[src/rtl/version_reporter.sv]
// version_pkg
// Build identification constants, rendered as hex/BCD digit pairs.
package version_pkg;
    localparam logic [7:0]  C_VER_MAJOR  = 8'h00;
    localparam logic [7:0]  C_VER_MINOR  = 8'h00;
    localparam logic [7:0]  C_VER_PATCH  = 8'h00;
    localparam logic [7:0]  C_VER_BUILD  = 8'h35;
    localparam logic [15:0] C_BLD_YEAR   = 16'h2025;
    localparam logic [7:0]  C_BLD_MONTH  = 8'h11;
    localparam logic [7:0]  C_BLD_DAY    = 8'h05;
    localparam logic [7:0]  C_BLD_HOUR   = 8'h13;
    localparam logic [7:0]  C_BLD_MINUTE = 8'h55;
    localparam logic [7:0]  C_BLD_SECOND = 8'h09;
endpackage

// version_reporter
// Serializes the build version and timestamp as one ASCII line,
// "Vmm.nn.pp.bb YYYY-MM-DD hh:mm:ss" plus CR LF (or LF only), on a
// byte-wide valid/ready stream. A line starts on a trigger pulse or when
// the optional period timer wraps.
//   clk      : system clock, rising edge
//   rst      : asynchronous active-high reset, aborts any line in flight
//   trigger  : single-cycle request for one report line
//   m_stream : master side of the byte stream (m_data/m_valid/m_ready)
//   busy     : high while bytes of a line are being presented
//   done     : one-cycle pulse on the cycle after the last byte is accepted
module version_reporter #(
    parameter int C_PERIOD_CYCLES = 0,
    parameter bit C_EOL_CRLF      = 1'b1
) (
    input  logic                      clk,
    input  logic                      rst,
    input  logic                      trigger,
    version_reporter_if.master        m_stream,
    output logic                      busy,
    output logic                      done
);
    import version_pkg::*;

    typedef enum logic [1:0] {
        S_IDLE,
        S_SEND,
        S_FIN
    } state_t;

    localparam logic [5:0] LAST_INDEX = C_EOL_CRLF ? 6'd33 : 6'd32;
    localparam int TIMER_W = (C_PERIOD_CYCLES > 0) ? $clog2(C_PERIOD_CYCLES + 1) : 1;

    state_t     state_q, state_d;
    logic [5:0] index_q, index_d;
    logic [7:0] data_q, data_d;
    logic       valid_q, valid_d;
    logic       busy_q, busy_d;
    logic       done_q, done_d;
    logic       pending_q, pending_d;
    logic       period_expire;
    logic       start_event;
    logic       accept;

    // 8'h37 + n equals 'A' + (n - 10) for the letter digits.
    function automatic logic [7:0] hex_ascii(input logic [3:0] n);
        return (n < 4'd10) ? (8'h30 + {4'h0, n}) : (8'h37 + {4'h0, n});
    endfunction

    // Fixed message layout; every digit pair is sent high nibble first.
    function automatic logic [7:0] msg_byte(input logic [5:0] idx);
        logic [7:0] b;
        case (idx)
            6'd0:    b = 8'h56;
            6'd1:    b = hex_ascii(C_VER_MAJOR[7:4]);
            6'd2:    b = hex_ascii(C_VER_MAJOR[3:0]);
            6'd3:    b = 8'h2E;
            6'd4:    b = hex_ascii(C_VER_MINOR[7:4]);
            6'd5:    b = hex_ascii(C_VER_MINOR[3:0]);
            6'd6:    b = 8'h2E;
            6'd7:    b = hex_ascii(C_VER_PATCH[7:4]);
            6'd8:    b = hex_ascii(C_VER_PATCH[3:0]);
            6'd9:    b = 8'h2E;
            6'd10:   b = hex_ascii(C_VER_BUILD[7:4]);
            6'd11:   b = hex_ascii(C_VER_BUILD[3:0]);
            6'd12:   b = 8'h20;
            6'd13:   b = hex_ascii(C_BLD_YEAR[15:12]);
            6'd14:   b = hex_ascii(C_BLD_YEAR[11:8]);
            6'd15:   b = hex_ascii(C_BLD_YEAR[7:4]);
            6'd16:   b = hex_ascii(C_BLD_YEAR[3:0]);
            6'd17:   b = 8'h2D;
            6'd18:   b = hex_ascii(C_BLD_MONTH[7:4]);
            6'd19:   b = hex_ascii(C_BLD_MONTH[3:0]);
            6'd20:   b = 8'h2D;
            6'd21:   b = hex_ascii(C_BLD_DAY[7:4]);
            6'd22:   b = hex_ascii(C_BLD_DAY[3:0]);
            6'd23:   b = 8'h20;
            6'd24:   b = hex_ascii(C_BLD_HOUR[7:4]);
            6'd25:   b = hex_ascii(C_BLD_HOUR[3:0]);
            6'd26:   b = 8'h3A;
            6'd27:   b = hex_ascii(C_BLD_MINUTE[7:4]);
            6'd28:   b = hex_ascii(C_BLD_MINUTE[3:0]);
            6'd29:   b = 8'h3A;
            6'd30:   b = hex_ascii(C_BLD_SECOND[7:4]);
            6'd31:   b = hex_ascii(C_BLD_SECOND[3:0]);
            6'd32:   b = C_EOL_CRLF ? 8'h0D : 8'h0A;
            6'd33:   b = 8'h0A;
            default: b = 8'h00;
        endcase
        return b;
    endfunction

    // Free-running period timer; its wrap cycle is a start event.
    generate
        if (C_PERIOD_CYCLES > 0) begin : g_timer
            localparam logic [TIMER_W-1:0] LAST_COUNT = TIMER_W'(C_PERIOD_CYCLES - 1);
            logic [TIMER_W-1:0] period_timer;

            always_ff @(posedge clk or posedge rst) begin
                if (rst) begin
                    period_timer <= '0;
                end else if (period_timer == LAST_COUNT) begin
                    period_timer <= '0;
                end else begin
                    period_timer <= period_timer + TIMER_W'(1);
                end
            end

            assign period_expire = (period_timer == LAST_COUNT);
        end else begin : g_no_timer
            assign period_expire = 1'b0;
        end
    endgenerate

    // A trigger coinciding with the timer wrap is a single event.
    assign start_event = trigger | period_expire;
    assign accept      = valid_q & m_stream.m_ready;

    // State and all outputs are registered so m_data/m_valid come straight
    // from flops; m_data only changes on acceptance or at line start.
    always_ff @(posedge clk or posedge rst) begin
        if (rst) begin
            state_q   <= S_IDLE;
            index_q   <= 6'd0;
            data_q    <= 8'h00;
            valid_q   <= 1'b0;
            busy_q    <= 1'b0;
            done_q    <= 1'b0;
            pending_q <= 1'b0;
        end else begin
            state_q   <= state_d;
            index_q   <= index_d;
            data_q    <= data_d;
            valid_q   <= valid_d;
            busy_q    <= busy_d;
            done_q    <= done_d;
            pending_q <= pending_d;
        end
    end

    // Next-state logic. Events arriving while a line is in flight are
    // folded into a one-deep pending flag; FIN restarts immediately if a
    // line is pending or a new event arrives in that very cycle.
    always_comb begin
        state_d   = state_q;
        index_d   = index_q;
        data_d    = data_q;
        valid_d   = 1'b0;
        busy_d    = 1'b0;
        done_d    = 1'b0;
        pending_d = pending_q;

        case (state_q)
            S_IDLE: begin
                if (start_event) begin
                    state_d = S_SEND;
                    index_d = 6'd0;
                    data_d  = msg_byte(6'd0);
                    valid_d = 1'b1;
                    busy_d  = 1'b1;
                end
            end
            S_SEND: begin
                valid_d = 1'b1;
                busy_d  = 1'b1;
                if (start_event) begin
                    pending_d = 1'b1;
                end
                if (accept) begin
                    if (index_q == LAST_INDEX) begin
                        state_d = S_FIN;
                        valid_d = 1'b0;
                        busy_d  = 1'b0;
                        done_d  = 1'b1;
                    end else begin
                        index_d = index_q + 6'd1;
                        data_d  = msg_byte(index_q + 6'd1);
                    end
                end
            end
            S_FIN: begin
                pending_d = 1'b0;
                if (pending_q || start_event) begin
                    state_d = S_SEND;
                    index_d = 6'd0;
                    data_d  = msg_byte(6'd0);
                    valid_d = 1'b1;
                    busy_d  = 1'b1;
                end else begin
                    state_d = S_IDLE;
                end
            end
            default: begin
                state_d   = S_IDLE;
                pending_d = 1'b0;
            end
        endcase
    end

    assign m_stream.m_data  = data_q;
    assign m_stream.m_valid = valid_q;
    assign busy             = busy_q;
    assign done             = done_q;
endmodule

[src/rtl/version_reporter_if.sv]
// version_reporter_if
// Byte-wide valid/ready stream carrying the version report line out to
// the UART transmitter.
//   m_data  : ASCII byte (source -> sink)
//   m_valid : m_data is valid (source -> sink)
//   m_ready : sink accepts the byte on a clk edge where m_valid is high
// The master modport is the byte source; the slave modport is the UART side.
interface version_reporter_if;
    logic [7:0] m_data;
    logic       m_valid;
    logic       m_ready;

    modport master (output m_data, output m_valid, input m_ready);
    modport slave  (input m_data, input m_valid, output m_ready);
endinterface

[src/flat_wrapper.sv]
// flat-port wrapper written by rule: the top's interface ports become plain ports
module version_reporter_flat import version_pkg::*;
#(
    parameter int C_PERIOD_CYCLES = 0,
    parameter bit C_EOL_CRLF      = 1'b1
)
  (clk, rst, trigger, busy, done, m_stream_m_data, m_stream_m_valid, m_stream_m_ready);
  version_reporter_if m_stream_i ();
  input  logic clk;
  input  logic rst;
  input  logic trigger;
  output logic busy;
  output logic done;
  output wire logic [$bits(m_stream_i.m_data)-1:0] m_stream_m_data;
  output wire logic [$bits(m_stream_i.m_valid)-1:0] m_stream_m_valid;
  input wire logic [$bits(m_stream_i.m_ready)-1:0] m_stream_m_ready;
  assign m_stream_m_data = m_stream_i.m_data;
  assign m_stream_m_valid = m_stream_i.m_valid;
  assign m_stream_i.m_ready = m_stream_m_ready;
  version_reporter #(.C_PERIOD_CYCLES(C_PERIOD_CYCLES), .C_EOL_CRLF(C_EOL_CRLF)) u_core (.clk(clk), .rst(rst), .trigger(trigger), .m_stream(m_stream_i), .busy(busy), .done(done));
endmodule
[config.mk]
export PLATFORM = sky130hd
export DESIGN_NAME = version_reporter_flat
export DESIGN_NICKNAME = d
export VERILOG_FILES = /design/src/rtl/version_reporter.sv /design/src/rtl/version_reporter_if.sv /design/src/flat_wrapper.sv
export SDC_FILE = /design/constraint.sdc
export NUM_CORES = 1
export LEC_CHECK = 0
export ABC_AREA = 1
export CAP_MARGIN = 20
export CELL_PAD_IN_SITES_DETAIL_PLACEMENT = 1
export CELL_PAD_IN_SITES_GLOBAL_PLACEMENT = 1
export CORE_MARGIN = 2
export CORE_UTILIZATION = 35
export DETAILED_ROUTE_END_ITERATION = 8
export PLACE_DENSITY = 0.7
export RECOVER_POWER = 100
export SYNTH_ARGS = -nofsm -noshare
export SYNTH_HDL_FRONTEND = slang
export SYNTH_SLANG_ARGS = --single-unit
[constraint.sdc]
create_clock -name clk -period 4.57 [get_ports clk]
set_input_delay 1.371 -clock clk [delete_from_list [all_inputs] [get_ports clk]]
set_output_delay 1.371 -clock clk [all_outputs]
set_load 0.005 [all_outputs]
# After elaboration in Yosys (flattened, before gate mapping)
# Memories as Yosys holds them, arrays and structs flattened.
# Index checks and enable logic that the tools add are counted.
# W data, S select, Z words.
totals:
  ff_bits: 19
  rom_bits: 448
  inputBits: 4
  output_inout_bits: 11
  mem_count: 1
memory_table:
  columns: ["name", "words", "width", "rd", "rd_ports_with_merged_regs", "wr", "line_no", "source"]
  rows:
  - ["(name not given)", 64, 7, 1, 0, 0, "version_reporter.sv:68", "case (idx)"]
classes:
  n_addsub: 1
  n_eq_ne: 9
  mux: 25
  bitwise: 2
  reduce_logical: 6
op_table:
  columns: ["cell", "n"]
  rows:
  - ["$mux W8", 4]
  - ["$mux W6", 4]
  - ["$pmux W8 S3", 1]
  - ["$pmux W6 S3", 1]
  - ["$mux W1", 9]
  - ["$add A6 B1 Y6 const B", 1]
  - ["$eq A6 B6 Y1 const B", 1]
  - ["$mux W2", 3]
  - ["$ne A2 B1 Y1 const B", 3]
  - ["$ne A2 B2 Y1 const B", 3]
  - ["$pmux W2 S3", 1]
  - ["$reduce_and A5 Y1", 1]
  - ["$pmux W1 S3", 1]
  - ["$reduce_and A3 Y1", 1]
  - ["$reduce_bool A3 Y1", 1]
  - ["$eq A2 B1 Y1 const B", 1]
  - ["$eq A2 B2 Y1 const B", 1]
  - ["$logic_not A2 Y1", 1]
  - ["$pmux W1 S2", 1]
  - ["$reduce_and A2 Y1", 1]
  - ["$and A1 B1 Y1", 1]
  - ["$logic_or A1 B1 Y1", 1]
  - ["$not A1 Y1", 1]

# Longest topological paths before layout
# An unclocked memory read counts as a cell.
logic_depth:
  ltp_word: 5
  mapped_depth: 13
  depth_no_buf: 12

# Worst setup path after synthesis
# OpenSTA, ideal clock, no wires.
synth_timing:
  kind: "input-to-reg"
  startpoint: "input trigger"
  endpoint: "register u_core.data_q[2], in the netlist u_core.m_stream.m_data[2]"
  setup_time_ns: 0.117
  arrival_ns: 2.165
  path_slack_ns: 2.289
  path_stages: 7
  path_buffers: 0
  cell_sequence: "o21ai_0 > nand2_1 > nand2_2 > inv_2 > or2_1 > nand2_1 > nor2_1"
synth_between:
  elab_chain_len: 3
  elab_cells_between_ends: 4
synth_lines:
  columns: ["element", "line_no", "source"]
  rows:
  - ["from (decl)", "flat_wrapper.sv:11", "input logic trigger;"]
  - ["$logic_or A1 B1 Y1", "version_reporter.sv:198", "if (pending_q || start_event) begin"]
  - ["$ne A2 B1 Y1 (no line)", null, null]
  - ["$reduce_and A5 Y1 (no line) (*)", null, null]
  - ["to (signal assigned)", "version_reporter.sv:148", "data_q <= data_d;"]
  - ["to (decl)", "version_reporter.sv:51", "logic [7:0] data_q, data_d;"]
# Mark *: on every way between the ends. The rest lies on a longest branch, timed or not.
# A chain may end at the register's enable or synchronous reset.

# Worst setup path after layout
# Same ends and word-level chain as after synthesis.

==> reports/results.tsv <==
stage	metric	value	unit
timing	finalSetupViolCount	0	
die	pin_count	15	
global_routing	grt_pass1_wl	6000	µm
cells_and_area	area_growth	12.8	%
setup_path	start_kind	input port	
setup_path	cp.required	4720	ps
detailed_routing	final_antenna_net_count	0	
yosys	yosys-top-cells-area	dfrtp_1 34%, nand2_1 16%, nand3_1 8.3%	
yosys	synthDistinctLibCells	24	
cells_and_area	nFillCells	481	
clock_tree	path_clk_slew	60	ps
clock_tree	post-cts-setup-buffer-count	0	
cells_and_area	regArea	450	µm²
min_path	whs_path_depth	2	
yosys	seq_area_frac_synth	34.1	%
cells_and_area	nets	216	
global_routing	grt_pass1_vias	1285	
die	die_y	65.4	µm
clock_tree	cts-root-buf	clkbuf_8	
placed_design	port_buffers	13	
global_routing	grt-busiest-layer	met2	
detailed_routing	num_vias	1231	
timing	fmaxAchievable	344	MHz
yosys	yosysWarnings	0	
clock_tree	hold_buffers	0	
setup_path	cpLargestDelayFamily	simple AND/OR/NAND/NOR gates	
yosys	syn-num-nets	204	
global_routing	met1_usage	22.9	%
die	rows	22	
min_path	min-delay-start	u_core.m_stream.m_data[5]$_DFFE_PP0P_	
run_status	status	finished clean	
setup_path	cp_cell_sequence	dlygate4sd3_1, inv_1, nand2_1, nand2_1, nand2_1, nand4_1, nor2_1, nand3_1, nand2_1, nor2_1	
timing	worstMarginPinSlew	687	ps
timing	max-slew-margin-rel	54.2	%
placed_design	dp.final_hpwl	2710	µm
clock_tree	cts.sinks	18	
global_routing	grt_usage	18.2	%
setup_path	timing.rr.end	u_core.m_stream.m_data[2]$_DFFE_PP0P_	
die	die_area	4280	µm²
setup_path	critPathArrivalTime	3060	ps
setup_path	crit_fanout	8	
clock_tree	clk_path_buf_depth	2	
clock_tree	cts_tree	done	
min_path	hold_class	flop to flop	
die	dieWidth	65.4	µm
yosys	synth_top_area_share	34.1	%
clock_tree	clock_latency	250	ps
setup_path	crit_path_end_kind	flop	
detailed_routing	drc_errors	0	
setup_path	reg2reg_depth	8	
cells_and_area	multi_input_area	706	µm²
setup_path	regToRegSetupSlack	2530	ps
timing	slew_violations	0	
detailed_routing	routed_via_density	4.92	
detailed_routing	routedWlPerCell	13.6	µm
setup_path	worst-setup-path-type	input port to flop	
die	coreArea	3630	µm²
min_path	worst_hold_path.endpoint	u_core.m_stream.m_data[5]$_DFFE_PP0P_	
pwr	ir_drop	0.193	mV
placed_design	gp_congestion	0.853	
global_routing	grtUsageMet2	32.4	%
timing	min_period_over_period	63.6	%
clock_tree	post_cts_resize_count	0	
timing	skew	0.941	ps
yosys	syn_area	1320	µm²
cells_and_area	layout-drive-gt1-share	6.44	%
die	initial_core_util	36.3	%
yosys	synthCells	192	
clock_tree	numCtsBuffers	3	
yosys	avgSynthCellArea	6.88	µm²
global_routing	antenna_found_initial	0	
setup_path	r2r_start	u_core.index_q[1]$_DFFE_PP0P_	
yosys	synth_seq_cells	18	
global_routing	grt_remaining_overflow	0	
setup_path	critPathMaxStageDelay	550	ps
timing	period_needed	2910	ps
yosys	synth_area_leader_cell	dfrtp_1	
pwr	p_leak	0.769	nW
timing	tns	0	ps
pwr	power_density	663	nW/µm²
global_routing	grt_max_degree	19	
global_routing	grtUsageMet3	1.54	%
detailed_routing	routed_wl	3410	µm
placed_design	dp_cells	247	
timing	hold_violations	0	
detailed_routing	initialDrtViolationCount	30	
cells_and_area	instances_no_fill	250	
detailed_routing	detail_route.first_pass.iterations	4	
setup_path	cpMostUsedCell	nand2_1	
run	maxCapViolations	0	
cells_and_area	utilization	41.0	%
setup_path	cp_num_buf_inv	2	
timing	rsz0062_at_grt	false	
cells_and_area	antennaDiodeCount	0	
clock_tree	htree_levels	1	
setup_path	cp_slowest_cell	dlygate4sd3_1	
[cells in the mapped netlist]
library cell and instances:
conb_1 1, ha_1 8, nand3_1 22, buf_6 1
buf_2 1, a21boi_0 2, nor3_2 1, nor2_2 3
o21ai_0 10, nand4_1 3, nand2_1 58, nor2_1 13
buf_4 4, inv_1 24, o21ai_1 3, a21oi_1 4
inv_2 3, dfrtp_1 18, o22ai_1 5, nor2_4 1
or2_1 1, nand4_2 1, nand2_2 4, o211ai_1 1
[cells by family (layout without fill, tap and decap cells)]
group / count (synthesis) / after routing / share of synthesized area (%)
AO/OA/AOI/OAI: 25 / 25 / 10.5
adder cells (fa/ha/maj): 8 / 8 / 7.58
buffers and inverters: 33 / 43 / 11.2
flip-flops: 18 / 18 / 34.1
other: 1 / 1 / 0.284
AND/OR/NAND/NOR: 107 / 107 / 36.3
[final cells by class]
type	count	area share [%]
clock buffer	3	2.77
timing repair buffer	13	8.74
sequential	18	30.3
inverter	27	6.81
multi-input combinational	141	47.4
tap	48	4.03
[metal layers]
layer / vias to the layer above / wire (µm)
li1: 630 / -
met1: 585 / 1600
met2: 11 / 1720
met3: 5 / 40
met5: - / 0
met4: 0 / 49
[cells in the final DEF, fill, tap and decap left out, drive strengths merged, types with 4 or more instances in the layout]
| cell type | instances |
|---|---|
| a21oi | 4 |
| dfrtp | 18 |
| dlygate4sd3 | 13 |
| ha | 8 |
| inv | 27 |
| nand2 | 62 |
| nand3 | 22 |
| nand4 | 4 |
| nor2 | 17 |
| o21ai | 13 |
| o22ai | 5 |
[tightest hold or removal path, cell delays in order (launching register included)]
cell and delay, ps:
dfrtp_1 340, nand2_1 50, o21ai_1 60
[power by group]
group          switching [mW]  internal [mW]
Combinational           0.376          0.214
Sequential             0.0742          0.214
Clock                  0.0501         0.0585
[flip-flops by register name (all words and copies together) (netlist names)]
register and cells:
u_core.busy 1, u_core.done 1, u_core.index_q 6, u_core.m_stream.m_data 7, u_core.pending_q 1, u_core.state_q 2
[metrics by stage]
step	area, µm²	hold slack (ps)	worst slack (ps)	total power [mW]
3_5_place_dp	1460	491	1600	0.900
6_report	1490	489	1660	0.986
3_3_place_gp	1460	486	1710	0.888
5_1_grt	1490	505	1480	1.10
2_1_floorplan	1320	465	2290	0.719
4_1_cts	1510	508	1860	1.02
[worst max path at each step]
stage          startpoint                                     to  slack (ps)  cells past startpoint
6_report          trigger  u_core.m_stream.m_data[2]$_DFFE_PP0P_        1660                     10
5_1_grt           trigger  u_core.m_stream.m_data[2]$_DFFE_PP0P_        1480                     10
4_1_cts           trigger  u_core.m_stream.m_data[2]$_DFFE_PP0P_        1860                     10
3_5_place_dp      trigger  u_core.m_stream.m_data[2]$_DFFE_PP0P_        1600                     10
3_3_place_gp      trigger  u_core.m_stream.m_data[2]$_DFFE_PP0P_        1710                     10
2_1_floorplan     trigger  u_core.m_stream.m_data[2]$_DFFE_PP0P_        2290                      7
Power figures use the tool's default switching activity.
==> edit: new RTL, same settings <==
`C_EOL_CRLF` is set to 1'b1 in 2 places; all go to 1'b0.
--- a/src/rtl/version_reporter.sv
+++ b/src/rtl/version_reporter.sv
@@ -26,7 +26,7 @@
 //   done     : one-cycle pulse on the cycle after the last byte is accepted
 module version_reporter #(
     parameter int C_PERIOD_CYCLES = 0,
-    parameter bit C_EOL_CRLF      = 1'b1
+    parameter bit C_EOL_CRLF      = 1'b0
 ) (
     input  logic                      clk,
     input  logic                      rst,
--- a/src/flat_wrapper.sv
+++ b/src/flat_wrapper.sv
@@ -2,7 +2,7 @@
 module version_reporter_flat import version_pkg::*;
 #(
     parameter int C_PERIOD_CYCLES = 0,
-    parameter bit C_EOL_CRLF      = 1'b1
+    parameter bit C_EOL_CRLF      = 1'b0
 )
   (clk, rst, trigger, busy, done, m_stream_m_data, m_stream_m_valid, m_stream_m_ready);
   version_reporter_if m_stream_i ();
Formal check against the unedited RTL: same outputs for any inputs over 10 cycles, from zero or initial values and one cycle with rst high; that may be too few to reach the edited logic, so the function may still have changed.
==> edit against the unedited design <==
Setup slack got worse by 10 ps; sequential power rose by 8.3%; power up 7.3%; sequential share of layout area down 0.20 points; sequential cell count is the same; largest power group unchanged; utilization barely moved; critical endpoint is now u_core.m_stream.m_data[0]; first-iteration DRC count rose by 3.3%; global-route usage increased by 0.33 points; highest routed layer unchanged; area after synthesis rose by 1.7%; wire length grew 7.1%; synthesized cell count fell by 1.6%; clock skew barely moved; design area rose by 0.67%.
==> edit: results (changes against the unedited design) <==
| Metric | Value |
|---|---|
| Status | finished clean |
| Largest net degree at the start of global routing | 19 (unchanged) |
| Ranking of synthesized cells by area | dfrtp_1 (34%), nand2_1 (17%), ha_1 (6.5%), inv_1 (5.6%), nor2_1 (5.6%) |
| GP Congestion | 0.824 (-3.4%) |
| FF+latch area | 450 sq um (unchanged) |
| Initial antenna violation count | 0 (unchanged) |
| Clock group | 0.108 mW |
| Comb_multi_in | 143 (+1.4%) |
| Leak | 0.754 nW (-1.9%) |
| Ys flop type | dfrtp_1 |
| Met2 usage | 33.5% (+1.1 points) |
| Non-clock buffer share | 8.68% (-0.058 points) |
| DR WL/cell | 14.8 um (+8.8%) |
| Clock-pin slew on the worst setup and hold paths | 60 ps (about the same) |
| Vias in the first global route | 1310 (+1.9%) |
| DR pass1 iterations | 4 (unchanged) |
| Root Buffer | clkbuf_8 |
| Sequential fraction of design power | 29.5% (+0.3 points) |
| Fillers | 474 (-1.5%) |
| First-pass GRT wire length | 6.17 mm (+2.9%) |
| Routed met2 length | 1.81 mm (+5.4%) |
| Tapcell count | 48 (unchanged) |
| Arr. time, crit path | 3110 ps (+50 ps) |
| Share of cells above drive strength 1 | 6.06% (-0.38 points) |
| Invs w/o clock | 21 (-22%) |
| Worst vdd ir | 0.310 mV (+61%) |
| Clock-cell share of area | 2.75% (-0.019 points) |
| H-tree levels | 1 (unchanged) |
| Crit path max fanout | 10 (+2) |
| Post-layout nets | 211 (-2.3%) |
| Max reg flops | 7 (unchanged) |
| Via density | 5.04 (+2.4%) |
| NetSw | 0.552 mW (+10%) |
| Ant. Diodes | 0 (unchanged) |
| DP HPWL | 2.82 mm (+4.2%) |
| Synth warn | 0 (unchanged) |
| Post_cts resized | 0 (unchanged) |
| R2R depth | 7 (-1) |
| Layout Skew | 0.811 ps (-0.129 ps) |
| Hold Path Stages | 2 (unchanged) |
| Reg2reg setup slack | 2140 ps (-390 ps) |
| Synth cell count leaders | nand2_1 (62), inv_1 (20), nor2_1 (20) |
| Multi-input gate area | 738 sq um (+4.6%) |
| Worst Tran Pin Value | 694 ps (+7.70 ps) |
| WL met3 | 86 um (+110%) |
| GR Layer Usage met1 | 23.4% (+0.43 points) |
| Net Sw Frac | 52.1% (+1.4 points) |
| Setup crit end | u_core.m_stream.m_data[0] |
| Met3 usage | 3.92% (+2.4 points) |
| Synth cell types | 29 (+21%) |
| Total track usage | 18.5% (+0.33 points) |
| M1 WL | 1.73 mm (+7.9%) |
| R2R Path Start | u_core.index_q[0] |
| Initial DRC count | 31 (+3.3%) |
| Post-Syn Nets | 200 (-2.0%) |
| DR top layer | met4 |
| Sequential area share after synthesis | 33.6% (-0.57 points) |
[edit: cell types whose count changed in the layout (fill, tap and decap cells not counted), sizes merged, moves of 2 or more]
cell / change
o21ai: -2
nand3: -7
nand4: +5
nand2: +4
nor2: +4
inv: -6
a21oi: -2
[edit: metrics by stage]
stage / cell area, sq um / util [%] / std cells / hold WS (ps) / worst slack (ps)
detailed placement: 1470 / 40.1 / 243 / 475 / 1660
floorplan: 1340 / - / 189 / 472 / 2360
global route: 1500 / 40.9 / 246 / 494 / 1420
global placement: 1470 / 40.1 / 243 / 473 / 1720
CTS: 1510 / 41.2 / 246 / 492 / 1880
finish: 1500 / 40.9 / 246 / 482 / 1650
[edit: cells by family after synthesis]
family / synth area share [%]
AO/OA/AOI/OAI: 9.60
adder cells (fa/ha/maj): 6.52
buffers and inverters: 10.7
flip-flops: 33.6
other: 0.279
AND/OR/NAND/NOR: 39.3
[edit: worst min-delay path: stages (launching register included)]
cell     delay (ps)
dfrtp_1         340
nand2_1          60
nand2_1          60
